**config.mk**
```make
export PLATFORM = sky130hd
export DESIGN_NAME = logic_preimage_finder
export DESIGN_NICKNAME = d
export VERILOG_FILES = /design/src/rtl/logic_preimage_finder_pkg.sv /design/src/rtl/logic_preimage_finder_eval.sv /design/src/rtl/logic_preimage_finder.sv
export SDC_FILE = /design/constraint.sdc
export NUM_CORES = 1
export LEC_CHECK = 0
export ABC_AREA = 1
export CAP_MARGIN = 10
export CORE_AREA = 2 2 49 51
export DETAILED_ROUTE_END_ITERATION = 10
export DIE_AREA = 0 0 51 53
export MAX_ROUTING_LAYER = met4
export PLACE_DENSITY = 0.78
export SETUP_SLACK_MARGIN = 0.3
export SLEW_MARGIN = 20
export SYNTH_ARGS = -nofsm -noshare
export SYNTH_HDL_FRONTEND = slang
export SYNTH_SLANG_ARGS = --single-unit
```
**constraint.sdc**
```tcl
create_clock -name clk -period 1.75 [get_ports clk]
set_input_delay 0.2625 -clock clk [delete_from_list [all_inputs] [get_ports clk]]
set_output_delay 0.2625 -clock clk [all_outputs]
set_load 0.01 [all_outputs]
```
**src/rtl/logic_preimage_finder_pkg.sv**
```systemverilog
// Shared definitions for the preimage finder: widths, sweep bound, FSM states.
package logic_preimage_finder_pkg;

  localparam int unsigned VEC_W = 4;
  localparam int unsigned CNT_W = 5;
  localparam logic [VEC_W-1:0] LAST_IDX = 4'd15;

  typedef enum logic [1:0] {
    ST_IDLE,
    ST_SCAN,
    ST_HOLD,
    ST_DONE
  } state_e;

endpackage

```
**src/rtl/logic_preimage_finder_eval.sv**
```systemverilog
// Forward 4-in/2-out function: {A,B,C,D} -> {F1,F2}, purely combinational.
module logic_eval
  import logic_preimage_finder_pkg::*;
(
  input  logic [VEC_W-1:0] idx_i,
  output logic [1:0]       f_o
);

  logic a, b, c, d;

  assign {a, b, c, d} = idx_i;

  // Evaluate F1 (bit 1) and F2 (bit 0) from the input vector
  always_comb begin
    f_o[0] = d | (~a & b);
    f_o[1] = a | (~b & c) | ((~a & b) ^ d);
  end

endmodule

```
**src/rtl/logic_preimage_finder.sv**
```systemverilog
// Exhaustive-search inverse of logic_eval: sweeps all 16 input vectors and
// streams every vector whose output equals the captured target.
module logic_preimage_finder
  import logic_preimage_finder_pkg::*;
(
  input  logic             clk,
  input  logic             rst,
  input  logic             start,
  input  logic [1:0]       target,
  output logic             busy,
  output logic             match_valid,
  input  logic             match_ready,
  output logic [VEC_W-1:0] match_vec,
  output logic             done,
  output logic [CNT_W-1:0] match_count
);

  state_e           state_q, state_d;
  logic [VEC_W-1:0] idx_q, idx_d;
  logic [1:0]       target_q, target_d;
  logic [VEC_W-1:0] vec_q, vec_d;
  logic [CNT_W-1:0] cnt_q, cnt_d;
  logic [1:0]       f_cur;

  logic_eval u_eval (
    .idx_i (idx_q),
    .f_o   (f_cur)
  );

  // State, index, target, output vector and match counter registers
  always_ff @(posedge clk or posedge rst) begin
    if (rst) begin
      state_q  <= ST_IDLE;
      idx_q    <= '0;
      target_q <= '0;
      vec_q    <= '0;
      cnt_q    <= '0;
    end else begin
      state_q  <= state_d;
      idx_q    <= idx_d;
      target_q <= target_d;
      vec_q    <= vec_d;
      cnt_q    <= cnt_d;
    end
  end

  // Next-state logic: one vector per SCAN cycle, HOLD until the match is taken
  always_comb begin
    state_d  = state_q;
    idx_d    = idx_q;
    target_d = target_q;
    vec_d    = vec_q;
    cnt_d    = cnt_q;
    unique case (state_q)
      ST_IDLE: begin
        if (start) begin
          target_d = target;
          idx_d    = '0;
          cnt_d    = '0;
          state_d  = ST_SCAN;
        end
      end
      ST_SCAN: begin
        if (f_cur == target_q) begin
          vec_d   = idx_q;
          cnt_d   = cnt_q + 5'd1;
          state_d = ST_HOLD;
        end else if (idx_q == LAST_IDX) begin
          state_d = ST_DONE;
        end else begin
          idx_d = idx_q + 4'd1;
        end
      end
      ST_HOLD: begin
        if (match_ready) begin
          if (idx_q == LAST_IDX) begin
            state_d = ST_DONE;
          end else begin
            idx_d   = idx_q + 4'd1;
            state_d = ST_SCAN;
          end
        end
      end
      ST_DONE: begin
        state_d = ST_IDLE;
      end
      default: begin
        state_d = ST_IDLE;
      end
    endcase
  end

  // Outputs decode directly from registered state
  always_comb begin
    busy        = (state_q != ST_IDLE);
    match_valid = (state_q == ST_HOLD);
    done        = (state_q == ST_DONE);
    match_vec   = vec_q;
    match_count = cnt_q;
  end

endmodule

```
==> impl_results.md, run 1 <==
* Pwr Density at 1660 nW/µm²
* Clock skew at 0.0112 ns
* First-iteration detailed-routing DRC count at 19
* TritonCTS clock tree: yes
* Site Rows at 17
* Synthesized flop and latch total at 17
* Fmax achieved at 631 MHz
* Number of vias in the routed layout at 959
* MaxCap Viol Count at 0
* CP Buf/Inv Count at 1
* Leak at 0.816 nW
* Starting Density at 48.1%
* Reg-to-Reg End: match_count[0]
* Final Wtd Congestion at 0.812
* Netlist cell types at 21
* Mean Syn Cell Area at 8.33 µm²
* Hold Crit Class: in2async
* Crit path max fanout at 7
* Pin count of the biggest net entering global routing at 18
* Synthesized net count at 138
* Fin. max-slew vios at 0
* Core area at 2150 µm²
* Routed WL per cell at 12.8 µm
* Clock Tree Root: clkbuf_4
* I/O Buffers at 17
* I/O Pins at 18
* CP delay by family, top: simple AND/OR/NAND/NOR gates
* Max-slew headroom at 82.6%
* Share of layout cells above drive strength 1 at 40.5%
* Critical path startpoint category: flop
* CP max stage cell: dfrtp_1
* Fin crit period at 1.58 ns
* CTS Buf Count at 3
* Final instance area at 1510 µm²
* Post-synthesis cell area at 1030 µm²
* WP data required at 1.93 ns
* Most frequent CP cell: nand2_2
* Worst Setup Path Type: reg2reg
* Clk_lat worst skew at 0.29 ns
* Number of filler cells placed in the layout at 161
* Layout area overhead at 46.5%
* Crit. End Element: flop
* WP data arrival at 1.76 ns
* Height of the chip at 53 µm
* Max clock buf depth at 2
* Crit-path cells: inv_2 > nand2_2 > ha_4 > nor2_4 > nand2_2 > nand2_4 > nand3_4 > nand2_4 > nand3_4 > nand2_2 > o21ai_2
* WL final at 2.44 mm
* Slew @ Worst Pin at 0.261 ns
* Routed vias/inst at 5.02
* Final net count at 178
* DP HPWL at 1.60 mm
* H-Tree Depth at 1
* Number of global-route vias before repair at 928
* Die X at 51 µm
* Clock-pin slew on the worst setup and hold paths at 0.11 ns
* Unrepaired setup endpoints after global routing: yes
* Gr usage total at 19.6%
* Final Cycle Share at 90.5%
* Synthesized instance count at 124
* Outcome: finished, final reports clean
* First-pass GRT wire length at 3.95 mm
* Area of placed instances at 1290 µm²
* Syn. warnings at 0
* Initial antenna violation count at 0
* Crit-path max cell delay at 0.40 ns
* R2R cell count at 11
* Worst reg2reg startpoint: idx_q[3]
* Final hold viol count at 0
* Sequential cell area fraction in the yosys report at 41.2%
* CTS Sinks at 17
* Flop2flop setup slack at 0.17 ns
* DRT antenna net count at 0
* Grt total ovfl at 0
* Total negative setup slack at 0 ns
* # DRC at 0
* Die area at 2700 µm²
* DRT Pass-1 Iters at 4
* Diode count at 0
* Setup violations, final at 0
* VDD IR max at 996 µV
-- worst register-to-register path, stage by stage, from the launching register on --
cell,delay (ns)
dfrtp_1,0.40
inv_2,0.06
nand2_2,0.06
ha_4,0.22
nor2_4,0.12
nand2_2,0.09
nand2_4,0.09
nand3_4,0.10
nand2_4,0.08
nand3_4,0.11
nand2_2,0.09
o21ai_2,0.05
-- synthesized netlist by cell type (all sizes together) --
cell type  instances  area (µm²)
nand3             11        90.1
ha                 8         100
o21ai             13        72.6
xnor2              1        8.76
xor2               2        17.5
a21oi              4        20.0
inv               16        60.1
nor2               6        22.5
or2                2        12.5
a31oi              1        6.26
nand2             41         171
nand4              1        21.3
clkinv             1        5.00
dfrtp             17         425
-- where the power goes --
group	total, mW	internal, mW	switching (mW)
Sequential	0.594	0.508	0.0854
Clock	0.210	0.0848	0.125
Combinational	1.71	0.700	1.01
-- area by class of cell --
class	instances	area (µm²)	area share, %
Timing Repair Buffer	34	297	19.6
Clock inverter	1	5.00	0.331
Inverter	17	65.1	4.30
Tap cell	28	35.0	2.31
Multi-Input combinational cell	91	662	43.7
Clock buffer	3	22.5	1.49
Sequential cell	17	428	28.3
-- cells by family (layout without fill, tap and decap cells) --
| logic type | count (synthesis) | in the layout | synth area share, % |
|---|---|---|---|
| buffers and inverters | 17 | 55 | 6.29 |
| and+or+nand+nor | 61 | 62 | 30.7 |
| adders and majority gates | 8 | 8 | 9.69 |
| AOI/OAI and AO/OA | 18 | 18 | 9.56 |
| xor gates and xnor gates | 3 | 3 | 2.54 |
| DFF | 17 | 17 | 41.2 |
-- worst max-delay path by stage --
stage               start             end  cells past startpoint
2_1_floorplan    idx_q[3]  match_count[0]                     11
6_report         idx_q[3]  match_count[0]                     11
3_5_place_dp   state_q[1]            busy                      4
4_1_cts          idx_q[3]  match_count[3]                     11
5_1_grt          idx_q[3]        idx_q[2]                     10
3_3_place_gp   state_q[1]            busy                      4
-- flip-flops by register name, summed over array words and instances, names as in the netlist --
name         flops
idx_q            4
match_vec        4
state_q          2
match_count      5
target_q         2
-- routing by layer --
layer	track usage, %	wire length [µm]	vias up
li1	-	-	476
met1	24.1	1040	455
met2	34.6	1290	24
met3	1.69	71	4
met4	5.41	38	0
met5	-	0	-
-- cells in the final DEF (no fill, tap or decap), drive strengths merged --
| master | n |
|---|---|
| clkdlybuf4s50 | 5 |
| clkinv | 2 |
| ha | 8 |
| o21ai | 13 |
| inv | 16 |
| clkbuf | 3 |
| nand2 | 41 |
| or2 | 2 |
| nand4 | 2 |
| xor2 | 2 |
| a31oi | 1 |
| nand3 | 11 |
| buf | 20 |
| dlygate4sd2 | 5 |
| nor2 | 6 |
| dlymetal6s2s | 4 |
| a21oi | 4 |
| xnor2 | 1 |
| dfrtp | 17 |
-- per-stage QoR --
step | instances | util (%) | power, mW | setup slack (ns) | hold WS [ns]
global placement | 172 | 60.0 | 1.86 | 0.120 | 0.473
CTS | 188 | 66.2 | 2.26 | 0.137 | 0.279
floorplan | 124 | - | 1.56 | 0.198 | 0.189
global route | 191 | 70.5 | 2.72 | 0.0592 | 0.293
finish | 191 | 70.5 | 2.51 | 0.166 | 0.271
detailed placement | 172 | 60.0 | 1.90 | 0.0908 | 0.478
-- what timing repair did --
| item | in CTS | in global routing |
|---|---|---|
| endpoints found under the setup margin | 27 | 22 |
| buffers inserted | 11 | 3 |
| gates resized for setup | 22 | 26 |
| hold buffers | 0 | 0 |
| gates cloned | 1 | 0 |
| pin swaps | 10 | 18 |
No activity file was read; power rests on OpenSTA's default activity.
==> run 2: changes to the inputs <==
--- a/config.mk
+++ b/config.mk
@@ -7,9 +7,9 @@
 export LEC_CHECK = 0
 export ABC_AREA = 1
 export CAP_MARGIN = 10
-export CORE_AREA = 2 2 49 51
+export CORE_AREA = 5 5 52 54
 export DETAILED_ROUTE_END_ITERATION = 10
-export DIE_AREA = 0 0 51 53
+export DIE_AREA = 0 0 57 59
 export MAX_ROUTING_LAYER = met4
 export PLACE_DENSITY = 0.78
 export SETUP_SLACK_MARGIN = 0.3
==> impl_results.md, run 2 (synthesis results as in run 1) <==
* Outcome: finished, final reports clean
* Power Internal at 1.31 mW
* Core area at 2170 µm²
* DRT antenna net count at 0
* Clk_lat worst skew at 0.28 ns
* Total Power at 2.47 mW
* Cts hold-fix bufs at 0
* Routed vias/inst at 5.02
* DRT Pass-1 Iters at 3
* Share of layout cells above drive strength 1 at 35.2%
* Worst Setup Path Type: reg2reg
* Max-slew headroom at 74.3%
* H-Tree Depth at 1
* Routed WL per cell at 12.0 µm
* Number of vias in the routed layout at 938
* Max clock buf depth at 2
* Crit. End Element: flop
* Final Cycle Share at 91.0%
* MaxCap Viol Count at 0
* Clock Tree Root: clkbuf_4
* Crit-path max cell delay at 0.40 ns
* Clock-pin slew on the worst setup and hold paths at 0.10 ns
* Most frequent CP cell: nand2_2
* VDD IR max at 995 µV
* Critical path startpoint category: flop
* Pin count of the biggest net entering global routing at 18
* Number of filler cells placed in the layout at 174
* Flop pwr share at 24.1%
* CTS Buf Count at 3
* Number of global-route vias before repair at 914
* # DRC at 0
* I/O Buffers at 17
* Grt total ovfl at 0
* Final Wtd Congestion at 0.833
* Switching share of total power at 46.9%
* WP data required at 1.93 ns
* Diode count at 0
* Layout area overhead at 43.1%
* Final net count at 174
* Total negative setup slack at 0 ns
* Commonest non-fill, non-tap cells in the layout: nand2_1, dfrtp_1, buf_4
* Number of flip-flops in the largest register at 5
* CP max stage cell: dfrtp_1
* Switching power at 1.16 mW
* Critical path origin: idx_q[3]
* TritonCTS clock tree: yes
* Worst reg2reg startpoint: idx_q[3]
* First-pass GRT wire length at 3.95 mm
* Clock share of power at 8.5%
* Slew @ Worst Pin at 0.386 ns
* First-iteration detailed-routing DRC count at 18
* Final hold viol count at 0
* Fin. max-slew vios at 0
* Fin crit period at 1.59 ns
* Commonest non-fill, non-tap cell in the layout: nand2_1
* Leak at 0.760 nW
* Setup violations, final at 0
* WL final at 2.25 mm
* Unrepaired setup endpoints after global routing: yes
* WP data arrival at 1.77 ns
* DP HPWL at 1.64 mm
* I/O Pins at 18
* Clock skew at 0.00202 ns
* Gr usage total at 14.9%
* Crit-path cells: inv_2 > nand2_2 > ha_4 > nor2_4 > nand2_2 > nand2_4 > nand3_4 > nand2_2 > nand3_4 > nand2_1 > o21ai_1
* Starting Density at 47.6%
* Height of the chip at 59 µm
* Die X at 57 µm
* Site Rows at 17
* Hold Crit Class: in2async
* Crit path max fanout at 7
* Initial antenna violation count at 0
* CTS Sinks at 17
* Comb pwr share at 67.3%
* Pwr Density at 1670 nW/µm²
* Fmax achieved at 628 MHz
* Die area at 3360 µm²
[run 2: cell types whose count changed in the layout (fill, tap and decap cells not counted), sizes merged]
cell	previous run	this run
clkdlybuf4s50	5	6
dlymetal6s2s	4	1
clkbuf	3	4
dlygate4sd2	5	7
clkinv	2	1
buf	20	16
[run 2: through the flow]
| stage | hold slack, ns | instances | util, % | setup WS (ns) | instance area (µm²) |
|---|---|---|---|---|---|
| after CTS | 0.287 | 185 | 63.1 | 0.125 | 1370 |
| after floorplan | 0.189 | 124 | - | 0.198 | 1060 |
| after detailed placement | 0.471 | 173 | 59.7 | 0.116 | 1300 |
| final | 0.282 | 187 | 68.2 | 0.157 | 1480 |
| after global placement | 0.474 | 173 | 59.7 | 0.138 | 1300 |
| after global routing | 0.321 | 187 | 68.2 | 0.0759 | 1480 |
[run 2: final cells by class]
class | instances | area (µm²) | area share, %
inverter | 17 | 65.1 | 4.40
sequential | 17 | 425 | 28.8
clock buffer | 4 | 26.3 | 1.78
tap | 28 | 35.0 | 2.37
multi-input combinational | 91 | 661 | 44.7
timing repair buffer | 30 | 267 | 18.0
[run 2: what timing repair did]
item / in CTS / in global routing
pin swaps: 4 / 8
cloned: 1 / 0
endpoints found under the setup margin: 26 / 20
setup buffers: 7 / 2
resized for setup: 20 / 24
[run 2: critical path, delay by kind of cell (launching register included)]
kind	cells	cell delay [ns]
AND/OR/NAND/NOR	8	0.74
flip-flops	1	0.40
adder cells (fa/ha/maj)	1	0.22
buffers and inverters	1	0.06
AO/OA/AOI/OAI	1	0.06
[run 2: layer usage]
metal  wire (µm)  part of all wire (%)  track usage [%]  up-vias
met1         997                    44             17.9      454
met5           0                     0                -        -
met4          29                   1.3             5.30        0
li1            -                     -                -      468
met3          77                   3.4             3.49        4
met2        1140                    51             24.6       12
[run 2: power by group through the flow]
stage               clock network (mW)  logic [mW]  registers, mW
finish                           0.211        1.66          0.596
global route                     0.236        1.85          0.609
CTS                              0.218        1.42          0.583
detailed placement                   0        1.32          0.608
global placement                     0        1.28          0.603
floorplan                            0       0.933          0.625
[run 2: final timing paths]
kind                                   to  slack (ns)  depth (start not counted)
max in group asynchronous        idx_q[2]        1.28                          3
min in group clk             match_vec[1]        0.49                          2
setup / recovery           match_count[2]        0.16                         11
hold reg to reg              match_vec[1]        0.49                          2
hold / removal             match_count[3]        0.28                          3
setup reg to reg           match_count[2]        0.16                         11
